File: config.mk
export PLATFORM = sky130hd
export DESIGN_NAME = instruction_fetch
export DESIGN_NICKNAME = d
export VERILOG_FILES = /design/src/rtl/riscv_pkg.sv /design/src/rtl/instruction_fetch.sv
export SDC_FILE = /design/constraint.sdc
export NUM_CORES = 1
export LEC_CHECK = 0
export CORE_MARGIN = 2
export CORE_UTILIZATION = 46
export DETAILED_ROUTE_END_ITERATION = 7
export PLACE_DENSITY = 0.79
export SYNTH_ARGS = -nofsm -noshare
export SYNTH_HDL_FRONTEND = slang
export SYNTH_SLANG_ARGS = --single-unit
export TNS_END_PERCENT = 5
File: constraint.sdc
create_clock -name i_clk -period 2.8 [get_ports i_clk]
set_clock_uncertainty 0.05 [all_clocks]
set_input_delay 0.56 -clock i_clk [delete_from_list [all_inputs] [get_ports i_clk]]
set_output_delay 0.56 -clock i_clk [all_outputs]
set_load 0.01 [all_outputs]
File: src/rtl/riscv_pkg.sv
// Shared definitions for the RV64 pipeline front end.
//   ADDR_W_DEF / INST_W_DEF : default address and instruction widths
//   HALT_INST               : encoding that stops fetch (ecall)
//   fetch_state_e           : fetch FSM states
package riscv_pkg;

  localparam int unsigned ADDR_W_DEF = 64;
  localparam int unsigned INST_W_DEF = 32;

  localparam logic [31:0] HALT_INST = 32'h0000_0073;

  localparam logic [1:0] FETCH_BOOT   = 2'd0;
  localparam logic [1:0] FETCH_RUN    = 2'd1;
  localparam logic [1:0] FETCH_HALTED = 2'd2;

  typedef enum logic [1:0] {
    StBoot   = FETCH_BOOT,
    StRun    = FETCH_RUN,
    StHalted = FETCH_HALTED
  } fetch_state_e;

endpackage

File: src/rtl/instruction_fetch.sv
// Fetch stage: owns the PC, issues combinational reads to instruction memory and
// registers the returned word into the IF/ID pipeline register.
// Ports:
//   i_clk, i_rst_n               clock (rising edge), async active-low reset
//   o_imem_valid, o_imem_addr    fetch request / byte address (= pc)
//   i_imem_valid, i_imem_inst    same-cycle memory response
//   i_stall                      hold pc and IF/ID
//   i_redirect, i_redirect_pc    flush and reload pc (taken branch/jump)
//   o_valid, o_pc, o_inst        IF/ID register contents
//   o_halted                     fetch has stopped
module instruction_fetch
  import riscv_pkg::*;
#(
  parameter int unsigned    ADDR_W    = ADDR_W_DEF,
  parameter int unsigned    INST_W    = INST_W_DEF,
  parameter int unsigned    MAX_INST  = 256,
  parameter logic [63:0]    RESET_PC  = 64'h0,
  parameter logic [31:0]    HALT_WORD = HALT_INST
) (
  input  logic              i_clk,
  input  logic              i_rst_n,
  output logic              o_imem_valid,
  output logic [ADDR_W-1:0] o_imem_addr,
  input  logic              i_imem_valid,
  input  logic [INST_W-1:0] i_imem_inst,
  input  logic              i_stall,
  input  logic              i_redirect,
  input  logic [ADDR_W-1:0] i_redirect_pc,
  output logic              o_valid,
  output logic [ADDR_W-1:0] o_pc,
  output logic [INST_W-1:0] o_inst,
  output logic              o_halted
);

  // First byte address past the end of instruction memory.
  localparam logic [ADDR_W-1:0] PcLimit  = ADDR_W'(MAX_INST) << 2;
  localparam logic [ADDR_W-1:0] PcReset  = RESET_PC[ADDR_W-1:0];
  localparam logic [INST_W-1:0] HaltInst = INST_W'(HALT_WORD);

  fetch_state_e      state_q, state_d;
  logic [ADDR_W-1:0] pc_q, pc_d;
  logic              valid_q, valid_d;
  logic [ADDR_W-1:0] pc_out_q, pc_out_d;
  logic [INST_W-1:0] inst_q, inst_d;

  logic              in_range;
  logic              req;
  logic [ADDR_W-1:0] redirect_aligned;

  // Redirect targets are word aligned; the low bits are dropped.
  logic [1:0] unused_redirect_lsb;
  assign unused_redirect_lsb = i_redirect_pc[1:0];
  assign redirect_aligned    = {i_redirect_pc[ADDR_W-1:2], 2'b00};

  assign in_range     = (pc_q < PcLimit);
  assign req          = (state_q == StRun) && in_range;
  assign o_imem_valid = req;
  assign o_imem_addr  = pc_q;

  assign o_valid  = valid_q;
  assign o_pc     = pc_out_q;
  assign o_inst   = inst_q;
  assign o_halted = (state_q == StHalted);

  always_comb begin
    state_d  = state_q;
    pc_d     = pc_q;
    valid_d  = valid_q;
    pc_out_d = pc_out_q;
    inst_d   = inst_q;

    unique case (state_q)
      // One quiet cycle after reset; nothing is in flight, so stall/redirect are ignored.
      StBoot: begin
        state_d = StRun;
      end

      StRun: begin
        if (i_redirect) begin
          pc_d    = redirect_aligned;
          valid_d = 1'b0;
        end else if (i_stall) begin
          // hold everything
        end else if (req && i_imem_valid) begin
          pc_out_d = pc_q;
          inst_d   = i_imem_inst;
          valid_d  = 1'b1;
          if (i_imem_inst == HaltInst) begin
            state_d = StHalted;
          end else begin
            pc_d = pc_q + ADDR_W'(4);
          end
        end else begin
          valid_d = 1'b0;
          if (!in_range) begin
            state_d = StHalted;
          end
        end
      end

      StHalted: begin
        if (i_redirect) begin
          // The halt was speculative; a later-resolved redirect restarts fetch.
          pc_d    = redirect_aligned;
          valid_d = 1'b0;
          state_d = StRun;
        end else if (!i_stall) begin
          // Let the halt instruction drain downstream.
          valid_d = 1'b0;
        end
      end

      default: begin
        state_d = StBoot;
      end
    endcase
  end

  always_ff @(posedge i_clk or negedge i_rst_n) begin
    if (!i_rst_n) begin
      state_q  <= StBoot;
      pc_q     <= PcReset;
      valid_q  <= 1'b0;
      pc_out_q <= '0;
      inst_q   <= '0;
    end else begin
      state_q  <= state_d;
      pc_q     <= pc_d;
      valid_q  <= valid_d;
      pc_out_q <= pc_out_d;
      inst_q   <= inst_d;
    end
  end

endmodule

# Yosys cells after proc, flatten, opt, wreduce, memory -nomap -nowiden

Index checks and enable logic that the tools add are counted.

Add/subtract/negate cells: 1
Reduce and logical (&&, ||, !) cells: 8
Bitwise logic cells: 2
Multiplexer cells: 19
Magnitude comparators: 1
Equality and inequality tests: 12

Operators with widths:

| operator              | count |
|---|---|
| $mux 64               | 5 |
| $pmux 64 s2           | 1 |
| $add 64x3->64 const B | 1 |
| $lt 64x11->1 const B  | 1 |
| $eq 32x7->1 const B   | 1 |
| $mux 2                | 6 |
| $reduce_and 5->1      | 2 |
| $ne 3x2->1 const B    | 3 |
| $ne 3x3->1 const B    | 3 |
| $ne 2x2->1 const B    | 3 |
| $pmux 2 s3            | 1 |
| $mux 1                | 5 |
| $reduce_and 4->1      | 1 |
| $reduce_and 3->1      | 1 |
| $eq 2x1->1 const B    | 1 |
| $eq 2x2->1 const B    | 1 |
| $logic_and 1x1->1     | 2 |
| $logic_not 2->1       | 1 |
| $not 1->1             | 2 |
| $pmux 1 s2            | 1 |
| $reduce_bool 2->1     | 1 |

Register bits: 163
Logic and storage cells: 48
Output and inout port bits: 163

# Logic depth before layout (Yosys ltp)

Gate-level depths: netlist of run 1.

Depth in word-level cells: 7
Depth in mapped cells: 10

# Least setup slack after synthesis of run 1

Ideal clock, no wire load.

Path type: register to register
Start: register pc_q[17] (netlist: o_imem_addr[17])
End: register pc_out_q[10] (netlist: o_pc[10])
Period minus slack after synthesis: 2457 ps
Setup time: 119 ps
Stages on the path, launching flop included: 9
Data arrival time: 2288 ps
Setup slack: 343 ps
Buffers on the path: 3
Required time: 2631 ps
Cell sequence: dfrtp_1 -> clkbuf_1 -> nor4_1 -> nand4_1 -> nor4_1 -> nand3_1 -> clkbuf_1 -> clkbuf_1 -> and2_1

Word-level cells in the longest chain between the ends: 4

RTL lines:

| item                              | line                     | text |
|---|---|---|
| start: declaration                | instruction_fetch.sv:41  | `logic [ADDR_W-1:0] pc_q, pc_d;` |
| start signal: assignment          | instruction_fetch.sv:122 | `pc_q <= PcReset;` |
| start signal: assignment          | instruction_fetch.sv:128 | `pc_q <= pc_d;` |
| $lt 64x11->1                      | instruction_fetch.sv:55  | `assign in_range = (pc_q < PcLimit);` |
| $logic_and 1x1->1                 | instruction_fetch.sv:56  | `assign req = (state_q == StRun) && in_range;` |
| net o_imem_valid                  | instruction_fetch.sv:22  | `output logic o_imem_valid,` |
| $logic_and 1x1->1                 | instruction_fetch.sv:84  | `end else if (req && i_imem_valid) begin` |
| $reduce_and 4->1 (no source line) | --                       |  |
| end signal: assignment            | instruction_fetch.sv:130 | `pc_out_q <= pc_out_d;` |
| end: declaration                  | instruction_fetch.sv:43  | `logic [ADDR_W-1:0] pc_out_q, pc_out_d;` |

The timed path passes the listed nets, and every way through them passes these cells.
A chain may end at the register's enable or synchronous reset.

# Final worst setup path of run 1

Start: register pc_q[14] (netlist: o_imem_addr[14])
End: output port o_imem_valid

Word-level cells in the longest chain between the ends: 2

RTL lines:

| item              | line |
|---|---|
| $lt 64x11->1      | instruction_fetch.sv:55 |
| $logic_and 1x1->1 | instruction_fetch.sv:56 |
| end: declaration  | instruction_fetch.sv:22 |

Every way passes these cells.

==> reports/metrics.cfg, run 1 <==
[worst_setup_path]
rr_worst_depth=9
arrival_ps=2090
crit_slowest_cell=dfrtp_1
timing.rr.end=o_imem_addr[36]
setup.worst_path.class=flip-flop to output port
cpPeakStageDelay_ps=390
critPathBufInv=3
required_ps=2190
worstPathCellList=nor4_2 > buf_4 > nand4_1 > nor4_2 > buf_4 > buf_6
critical_path.max_fanout=2
cp-end-kind=output port
path_delay_family=simple AND/OR/NAND/NOR gates
rr_startpoint=o_imem_addr[43]
cp-start-kind=flip-flop
r2r_setup_slack_ps=180

[timing]
setup_viol=0
setup_ws_ps=96.8
holdWs_ps=39.8
worst_pin_slew_ps=597
min_period_ps=2700
post-route-period-util_pct=96.5
fmax_mhz=370
maxSlewViolCount=0
report.final.hold_viol_count=0
relSlewSlack_pct=59.8

[global_routing]
met2_usage_pct=43.2
met3_usage_pct=4.88
grt_use_met1_pct=39.6
grt_pass1_wl_mm=40.0
grt-busiest-layer=met2
gr-usage-all-layers_pct=28.0
antenna_found_initial=0
grt_pass1_vias=7243
overflow=0
grt_max_degree=65

[synthesis]
yosys-top-cells-area=dfrtp_1 (50%), mux2_2 (5.7%), a21oi_1 (5.3%), and2_1 (4.8%), o21ai_0 (3.2%)
post-synth-top-area-fraction_pct=50.4
syn-mean-instance-area_um2=9.75
yosysMostFrequentCell=dfrtp_1
ys_ff_latch=159
synth_async_sr_flop_share_pct=100
synth_warnings=0
synth.distinct_cells=61
ys.flop_type=dfrtp_1
synth_enable_flop_cells=0
seq_area_frac_synth_pct=50.4
synth_top_area_cell=dfrtp_1
synth_top_cells_by_count=dfrtp_1 (159), a21oi_1 (83), nand2_1 (66)
syn_area_um2=7900
syn_inst=810

[layout]
diodes=0
area_delta_synth_final_pct=49.5
final_core_util_pct=70.8
nFillCells=1282
nets=1198
layout-drive-gt1-share_pct=15.6

[pwr]
p_per_area_nw_per_um2=916
swShare_pct=39.6
power.share.combinational_pct=45.6
ir_worst_vdd_mv=0.730
power.switching_w=0.00429
seq_power_share_pct=32.1
p_leak_nw=4.97
clockPowerShare_pct=22.3
p_int_w=0.00653

[worst_hold_path]
hp-class=input port to async pin

[floorplanning]
initial_core_util_pct=47.3
die_w_um=135
die-area_um2=18200
num_rows=47
die_h_um=135
core_um2=16700
boundaryPins=264

[clock_network]
numCtsBuffers=17
cts_buffer_depth=2
numClockSinks=159
cts_hold_buf=0
cts_tree=built
clock_tree.root_cell=clkbuf_16
clk_latency_ps=430
path_clk_slew_ps=70
htree_levels=4

[place]
place_ws_ps=-43.6
io_buffer_count=257
place_congestion=0.900
dp_hpwl_mm=18.4

[routing]
drt-vias-per-instance=5.86
finalWirelength_mm=25.6
wl_per_cell_um=19.3
drtAntennaViolNets=0
dr_total_vias=7758
drt_pass1_iterations=6
drtIter0Drc=750
drc=0

[job]
maxCapViolations=0

[run_status]
status=finished clean

[final cells by class]
type / count / area [um2] / share of cell area, %
Timing Repair Buffer: 326 / 3210 / 27.1
Sequential cell: 159 / 3980 / 33.7
Clock buffer: 17 / 425 / 3.60
Inverter: 12 / 45.0 / 0.381
Multi-Input combinational cell: 577 / 3710 / 31.4
Clock inverter: 14 / 178 / 1.50
Tap cell: 220 / 275 / 2.33
[stage by stage]
stage | TNS (ps) | power, W | instances | instance area, um2
after floorplan | 0 | 0.00577 | 813 | 7910
after global placement | -21.3 | 0.00814 | 1291 | 11100
after detailed placement | -134 | 0.00823 | 1291 | 11100
after CTS | 0 | 0.0107 | 1323 | 11800
after global routing | -20.0 | 0.0114 | 1325 | 11800
final | 0 | 0.0108 | 1325 | 11800
[layer usage]
layer / wire length, um / part of all wire [%] / vias up
met1: 10600 / 42 / 3693
met4: 907 / 3.5 / 0
met5: 0 / 0 / -
met3: 2160 / 8.4 / 68
li1: - / - / 3569
met2: 11900 / 46 / 428
[timing repair]
item                                    CTS  global route
endpoints found under the setup margin    1             6
pin swaps                                 1             3
resized for setup                         7            11
setup buffers                             1             2
[flip-flops by register name, summed over array words and instances, names as in the netlist]
register	flops
o_inst	32
state_q	2
o_valid	1
o_imem_addr	62
o_pc	62
[logic make-up (layout without fill, tap and decap cells)]
logic type | Yosys count | count (layout) | share of synthesized area (%)
adders and majority gates | 4 | 4 | 0.633
and+or+nand+nor | 310 | 310 | 22.2
other | 1 | 4 | 0.0475
muxes | 43 | 43 | 6.08
buffers and inverters | 77 | 369 | 4.09
DFF | 159 | 159 | 50.4
AOI/OAI and AO/OA | 216 | 216 | 16.6
[power groups by stage]
stage               clock network [W]  logic, W  registers (W)
floorplan                           0   0.00222        0.00356
global placement                    0   0.00471        0.00342
detailed placement                  0   0.00479        0.00344
CTS                           0.00244   0.00483        0.00342
global route                  0.00254   0.00530        0.00353
finish                        0.00241   0.00494        0.00347
[layout by cell type, fill, tap and decap left out, types with 6 or more instances in the layout]
cell and n:
a2bb2oi_1 12, inv_6 6, and2_1 60, inv_1 11, or3_1 8, nand2_1 66, buf_12 9, nor2_1 33
o21ai_0 50, clkbuf_16 17, nor4_1 32, buf_4 60, nand4_1 27, and3_1 8, and4_1 9, nand3_1 29
dfrtp_1 158, o32ai_1 6, o22ai_1 19, clkdlybuf4s50_1 255, mux2_2 40, a31oi_1 8, a21oi_1 82
[worst max-delay path by stage]
| stage | start | end | slack (ps) | cells past startpoint |
|---|---|---|---|---|
| final | o_imem_addr[14] | o_imem_valid | 100 | 6 |
| after detailed placement | i_imem_valid | o_imem_addr[49] | -40 | 9 |
| after CTS | o_imem_addr[22] | o_imem_valid | 4 | 6 |
| after global routing | o_imem_addr[14] | o_imem_addr[32] | -20 | 10 |
| after global placement | o_imem_addr[37] | o_imem_valid | -20 | 5 |
| after floorplan | o_imem_addr[17] | o_pc[10] | 340 | 8 |
[worst reg2reg max path, delay by kind of cell (launching register included)]
kind,cells,cell delay [ps]
DFF,1,460
AOI/OAI and AO/OA,3,480
buffers and inverters,3,640
and+or+nand+nor,3,920
No activity file was read; power rests on OpenSTA's default activity.
==> inputs of run 2 (changes only) <==
--- a/config.mk
+++ b/config.mk
@@ -5,7 +5,6 @@
 export SDC_FILE = /design/constraint.sdc
 export NUM_CORES = 1
 export LEC_CHECK = 0
-export CORE_MARGIN = 2
 export CORE_UTILIZATION = 46
 export DETAILED_ROUTE_END_ITERATION = 7
 export PLACE_DENSITY = 0.79
==> run 2 against run 1 <==
- the run now ends with negative hold slack left
- power decreased by 0.15%
- first-iteration DRC count increased by 8.7%
- critical path depth unchanged
- register-to-register slack got worse by 20 ps
- hold slack got worse by 56 ps
- non-clock buffer count increased by 7
- worst setup slack improved by 5.9 ps
==> reports/metrics.cfg, run 2 (synthesis gave the netlist of run 1 again) <==
[run_status]
status=finished with violations
violations=negative hold slack

[routing]
wl_per_cell_um=19.3  ; about the same
drtIter0Drc=815  ; +8.7%
drt-vias-per-instance=5.85  ; -0.14%
drc=0  ; unchanged
finalWirelength_mm=25.8  ; +0.59%
drt_pass1_iterations=6  ; unchanged
dr_total_vias=7794  ; +0.46%
drtAntennaViolNets=0  ; unchanged

[pwr]
ir_worst_vdd_mv=0.645  ; -12%
p_per_area_nw_per_um2=915  ; -0.11%
p_leak_nw=4.98  ; +0.16%

[layout]
final_core_util_pct=70.7  ; about the same
seq_area_um2=3980  ; about the same
final_cell_mix=clkdlybuf4s50_1 (255), dfrtp_1 (159), a21oi_1 (82), buf_4 (69), nand2_1 (66)
area_delta_synth_final_pct=49.5  ; about the same
layout-drive-gt1-share_pct=15.8  ; +0.25 points
multi_input_area_um2=3690  ; -0.54%
diodes=0  ; unchanged
final_common_cell=clkdlybuf4s50_1
nets=1205  ; +0.58%
fin_area_um2=11800  ; about the same
nFillCells=1302  ; +1.6%

[floorplanning]
boundaryPins=264  ; unchanged
die_w_um=133  ; -1.5%
num_rows=47  ; unchanged
core_um2=16700  ; unchanged
die_h_um=133  ; -1.5%
initial_core_util_pct=47.3  ; unchanged
die-area_um2=17700  ; -2.9%

[place]
io_buffer_count=257  ; unchanged
placed_area_um2=11200  ; +0.38%
place_congestion=0.877  ; -2.6%
dp_hpwl_mm=18.8  ; +2.1%

[global_routing]
grt_pass1_vias=7578  ; +4.6%
gr-usage-all-layers_pct=30.3  ; +2.2 points
grt_max_degree=68  ; +4.6%
overflow=0  ; unchanged
antenna_found_initial=0  ; unchanged
grt_pass1_wl_mm=41.5  ; +3.6%

[worst_setup_path]
setup.worst_path.class=flip-flop to output port
cp-end-kind=output port
worstPathCellList=nor4_2 > buf_4 > nand4_1 > nor4_2 > buf_4 > buf_2
crit_slowest_cell=dfrtp_1
cp-start-kind=flip-flop
required_ps=2190  ; about the same
cpPeakStageDelay_ps=390  ; about the same
arrival_ps=2090  ; about the same
critical_path.max_fanout=2  ; unchanged

[worst_hold_path]
hp-class=input port to async pin

[clock_network]
path_clk_slew_ps=70  ; about the same
clk_latency_ps=430  ; about the same
numCtsBuffers=17  ; unchanged
htree_levels=4  ; unchanged
cts_tree=built
numClockSinks=159  ; unchanged
clock_tree.root_cell=clkbuf_16
cts_buffer_depth=2  ; unchanged
cts_hold_buf=0  ; unchanged

[timing]
setup_viol=0  ; unchanged
fin_setup_tns_ps=0  ; unchanged
relSlewSlack_pct=63.4  ; +3.5 points
holdWs_ps=-16.4  ; -56.2 ps
maxSlewViolCount=0  ; unchanged
min_period_ps=2700  ; -5.92 ps
post-route-period-util_pct=96.3  ; -0.21 points
rsz0062_at_grt=no
worst_pin_slew_ps=545  ; -52.7 ps
fmax_mhz=371  ; +0.22%
report.final.hold_viol_count=15  ; +15

[job]
maxCapViolations=0  ; unchanged

==> run 2: changes by cell type in the layout (fill, tap and decap cells not counted), sizes merged <==
| cell | delta |
|---|---|
| clkinv | +1 |
| clkinvlp | +1 |
| clkbuf | +2 |
| buf | +7 |
| bufinv | -1 |
| inv | -2 |
==> run 2: per-stage QoR <==
stage          std cells  power, W  setup WS [ps]
2_1_floorplan        813   0.00577            343
3_5_place_dp        1300   0.00831          -43.3
6_report            1333    0.0108            103
4_1_cts             1333    0.0107           89.9
3_3_place_gp        1300   0.00820          -17.6
5_1_grt             1333    0.0114           23.7
==> run 2: layout make-up <==
class                      count  share of cell area, %
inverter                      12                  0.381
clock inverter                13                   1.31
multi-input combinational    577                   31.2
tap                          220                   2.33
timing repair buffer         333                   27.3
sequential                   159                   33.7
clock buffer                  19                   3.75
==> run 2: worst paths after layout <==
path | depth (start not counted) | end | slack, ps | startpoint
max in group asynchronous | 2 | o_inst[19] | 2010 | i_rst_n
min in group i_clk | 1 | o_pc[52] | 430 | o_pc[52]
setup reg to reg | 6 | o_imem_addr[37] | 160 | o_imem_addr[2]
hold reg to reg | 1 | o_pc[52] | 430 | o_pc[52]
hold / removal | 1 | o_pc[44] | -20 | i_rst_n
setup / recovery | 6 | o_imem_valid | 100 | o_imem_addr[14]
==> run 2: where the power goes <==
| part | internal [W] | switching, W |
|---|---|---|
| clock | 0.00136 | 0.00101 |
| combinational | 0.00236 | 0.00271 |
| sequential | 0.00278 | 0.000589 |
==> run 2: layer usage <==
| metal | track usage (%) | up-vias | routed length [um] |
|---|---|---|---|
| met4 | 11.6 | 0 | 864 |
| met5 | 0 | - | 0 |
| met3 | 5.75 | 61 | 1940 |
| li1 | - | 3567 | - |
| met1 | 41.9 | 3745 | 10900 |
| met2 | 47.0 | 421 | 12100 |
==> run 2: what timing repair did <==
action,CTS,global route
resized for setup,8,4
endpoints found under the hold margin,0,0
endpoints found under the setup margin,1,47
pin swaps,2,0
buffers inserted,1,0
==> run 2: worst max-delay path: cells and delay by family (launching register included) <==
kind | cells | cell delay (ps)
buf+inv | 3 | 490
flops | 1 | 390
simple gates | 3 | 780
==> inputs of run 3 (changes only) <==
--- a/config.mk
+++ b/config.mk
@@ -7,7 +7,7 @@
 export LEC_CHECK = 0
 export CORE_UTILIZATION = 46
 export DETAILED_ROUTE_END_ITERATION = 7
-export PLACE_DENSITY = 0.79
+export PLACE_DENSITY_LB_ADDON = 0.05
 export SYNTH_ARGS = -nofsm -noshare
 export SYNTH_HDL_FRONTEND = slang
 export SYNTH_SLANG_ARGS = --single-unit
==> run 3 against run 2 <==
- the flow now finishes without violations
- register-to-register slack got worse by 30 ps
- critical path depth up 3
- global-route usage fell by 1.2 points
- flip-flop and latch count did not move
- utilization down 0.21 points
- largest cell class unchanged
- largest power group unchanged
==> reports/metrics.cfg, run 3 (synthesis gave the netlist of run 1 again) <==
[worst_setup_path]
cpPeakStageDelay_ps=630  ; +240 ps
setup.worst_path.class=flip-flop to flip-flop
r2r_setup_slack_ps=130  ; -30 ps
critPathBufInv=2  ; -1
rr_worst_depth=9  ; +3
cp-end-kind=flip-flop
cp.depth=9  ; +3
crit_slowest_cell=or4_1
startpoint=state_q[1]
worstPathCellList=inv_1 > ha_2 > buf_4 > nor4b_1 > nand4_1 > or4_1 > o21ai_1 > a21oi_1 > mux2_2
rr_startpoint=state_q[1]
path_delay_family=simple AND/OR/NAND/NOR gates
cp-start-kind=flip-flop
arrival_ps=2940  ; +850 ps
critical_path.max_fanout=4  ; +2
endpoint=state_q[1]
required_ps=3070  ; +880 ps
timing.rr.end=state_q[1]

[floorplanning]
core_um2=16700  ; unchanged
die_h_um=133  ; unchanged
die_w_um=133  ; unchanged
boundaryPins=264  ; unchanged
initial_core_util_pct=47.3  ; unchanged
die-area_um2=17700  ; unchanged
num_rows=47  ; unchanged

[global_routing]
grt_use_met1_pct=42.1  ; +0.13 points
met3_usage_pct=7.01  ; +1.3 points
grt_max_degree=71  ; +4.4%
overflow=0  ; unchanged
antenna_found_initial=0  ; unchanged
grt_pass1_vias=7080  ; -6.6%
met2_usage_pct=43.3  ; -3.7 points
grt-busiest-layer=met2
gr-usage-all-layers_pct=29.1  ; -1.2 points
grt_pass1_wl_mm=39.8  ; -4.0%

[layout]
nets=1201  ; -0.33%
diodes=0  ; unchanged
stdcell_count=1328  ; -0.38%
final_cell_mix=clkdlybuf4s50_1 (255), dfrtp_1 (159), a21oi_1 (82), nand2_1 (66), buf_4 (63)
layout-drive-gt1-share_pct=15.5  ; -0.29 points
area_delta_synth_final_pct=49.0
final_common_cell=clkdlybuf4s50_1

[routing]
drt_pass1_iterations=5  ; -1
dr_total_vias=7626  ; -2.2%
drc=0  ; unchanged
drt-vias-per-instance=5.74  ; -1.8%
drtIter0Drc=685  ; -16%
drtAntennaViolNets=0  ; unchanged
wl_per_cell_um=18.8  ; -2.9%
finalWirelength_mm=24.9  ; -3.3%

[clock_network]
numClockSinks=159  ; unchanged
cts_buffer_depth=2  ; unchanged
htree_levels=4  ; unchanged
numCtsBuffers=17  ; unchanged
cts_hold_buf=0  ; unchanged
clk_latency_ps=430  ; about the same
cts_tree=built
path_clk_slew_ps=60  ; about the same
clock_tree.root_cell=clkbuf_16

[place]
io_buffer_count=257  ; unchanged
place_congestion=0.885  ; +0.89%
place_ws_ps=-79.2  ; -35.8 ps
dp_hpwl_mm=18.0  ; -4.1%
place_inst=1297  ; -0.23%

[timing]
min_period_ps=2670  ; -25.7 ps
maxSlewViolCount=0  ; unchanged
setup_viol=0  ; unchanged
relSlewSlack_pct=55.5  ; -7.9 points
holdWs_ps=89.4  ; +106 ps
post-route-period-util_pct=95.4  ; -0.92 points
fmax_mhz=374  ; +0.96%
setup_ws_ps=128  ; +25.7 ps
worst_pin_slew_ps=667  ; +123 ps
rsz0062_at_grt=no
report.final.hold_viol_count=0  ; -15
fin_setup_tns_ps=0  ; unchanged

[pwr]
p_leak_nw=4.96  ; -0.44%
p_int_w=0.00634  ; -2.3%
swShare_pct=40.1  ; +0.23 points
p_per_area_nw_per_um2=900  ; -1.7%
power.share.combinational_pct=46.4  ; -0.5 points
power.switching_w=0.00425  ; -1.4%
clockPowerShare_pct=21.0  ; -0.9 points
seq_power_share_pct=32.6  ; +1.4 points
ir_worst_vdd_mv=0.732  ; +13%

[worst_hold_path]
hp-class=input port to async pin

[job]
maxCapViolations=0  ; unchanged

[run_status]
status=finished clean

## run 3: cell types whose count changed in the layout (fill, tap and decap cells not counted), moves of 2 or more
cell,delta
buf_4,-6
nor4b_2,-2
inv_6,+4
buf_12,+2
clkinv_4,-3
## run 3: what timing repair did
item | CTS | global route
endpoints found under the setup margin | 1 | 6
gates resized for setup | 4 | 10
cloned | 0 | 0
buffers inserted | 0 | 0
pin swaps | 0 | 3
## run 3: area by class of cell
class,count,area (um2)
well taps,220,275
multi-input cells,577,3700
inverters,12,45.0
clock inverters,13,128
fillers,1337,4920
repair buffers,329,3220
clock buffers,18,429
flip-flops and latches,159,3980
## run 3: through the flow
step / util [%] / total power [W] / cell area [um2]
final: 70.5 / 0.0106 / 11800
after global routing: 70.5 / 0.0112 / 11800
after CTS: 70.2 / 0.0105 / 11700
after detailed placement: 66.8 / 0.00826 / 11200
after global placement: 66.8 / 0.00818 / 11200
after floorplan: - / 0.00577 / 7910
## run 3: power by group through the flow
stage	registers, W	clock network (W)	logic [W]
floorplan	0.00356	0	0.00222
global placement	0.00342	0	0.00476
detailed placement	0.00342	0	0.00484
CTS	0.00340	0.00227	0.00486
global route	0.00353	0.00237	0.00534
finish	0.00345	0.00223	0.00491
## run 3: layer usage
layer / part of all wire [%] / routed length, um / vias to the layer above
met5: 0 / 0 / -
met4: 1.6 / 410 / 0
met3: 9.9 / 2470 / 39
met2: 45 / 11300 / 404
met1: 43 / 10700 / 3615
li1: - / - / 3568
## run 3: worst min-delay path by stage
stage               depth (start not counted)  slack [ps]         endpoint  startpoint
floorplan                                   0         210  o_imem_addr[10]     i_rst_n
global placement                            1         420         o_pc[33]    o_pc[33]
detailed placement                          1         420         o_pc[58]    o_pc[58]
CTS                                         1         120         o_pc[33]     i_rst_n
global route                                1         130         o_pc[33]     i_rst_n
finish                                      1          90         o_pc[33]     i_rst_n
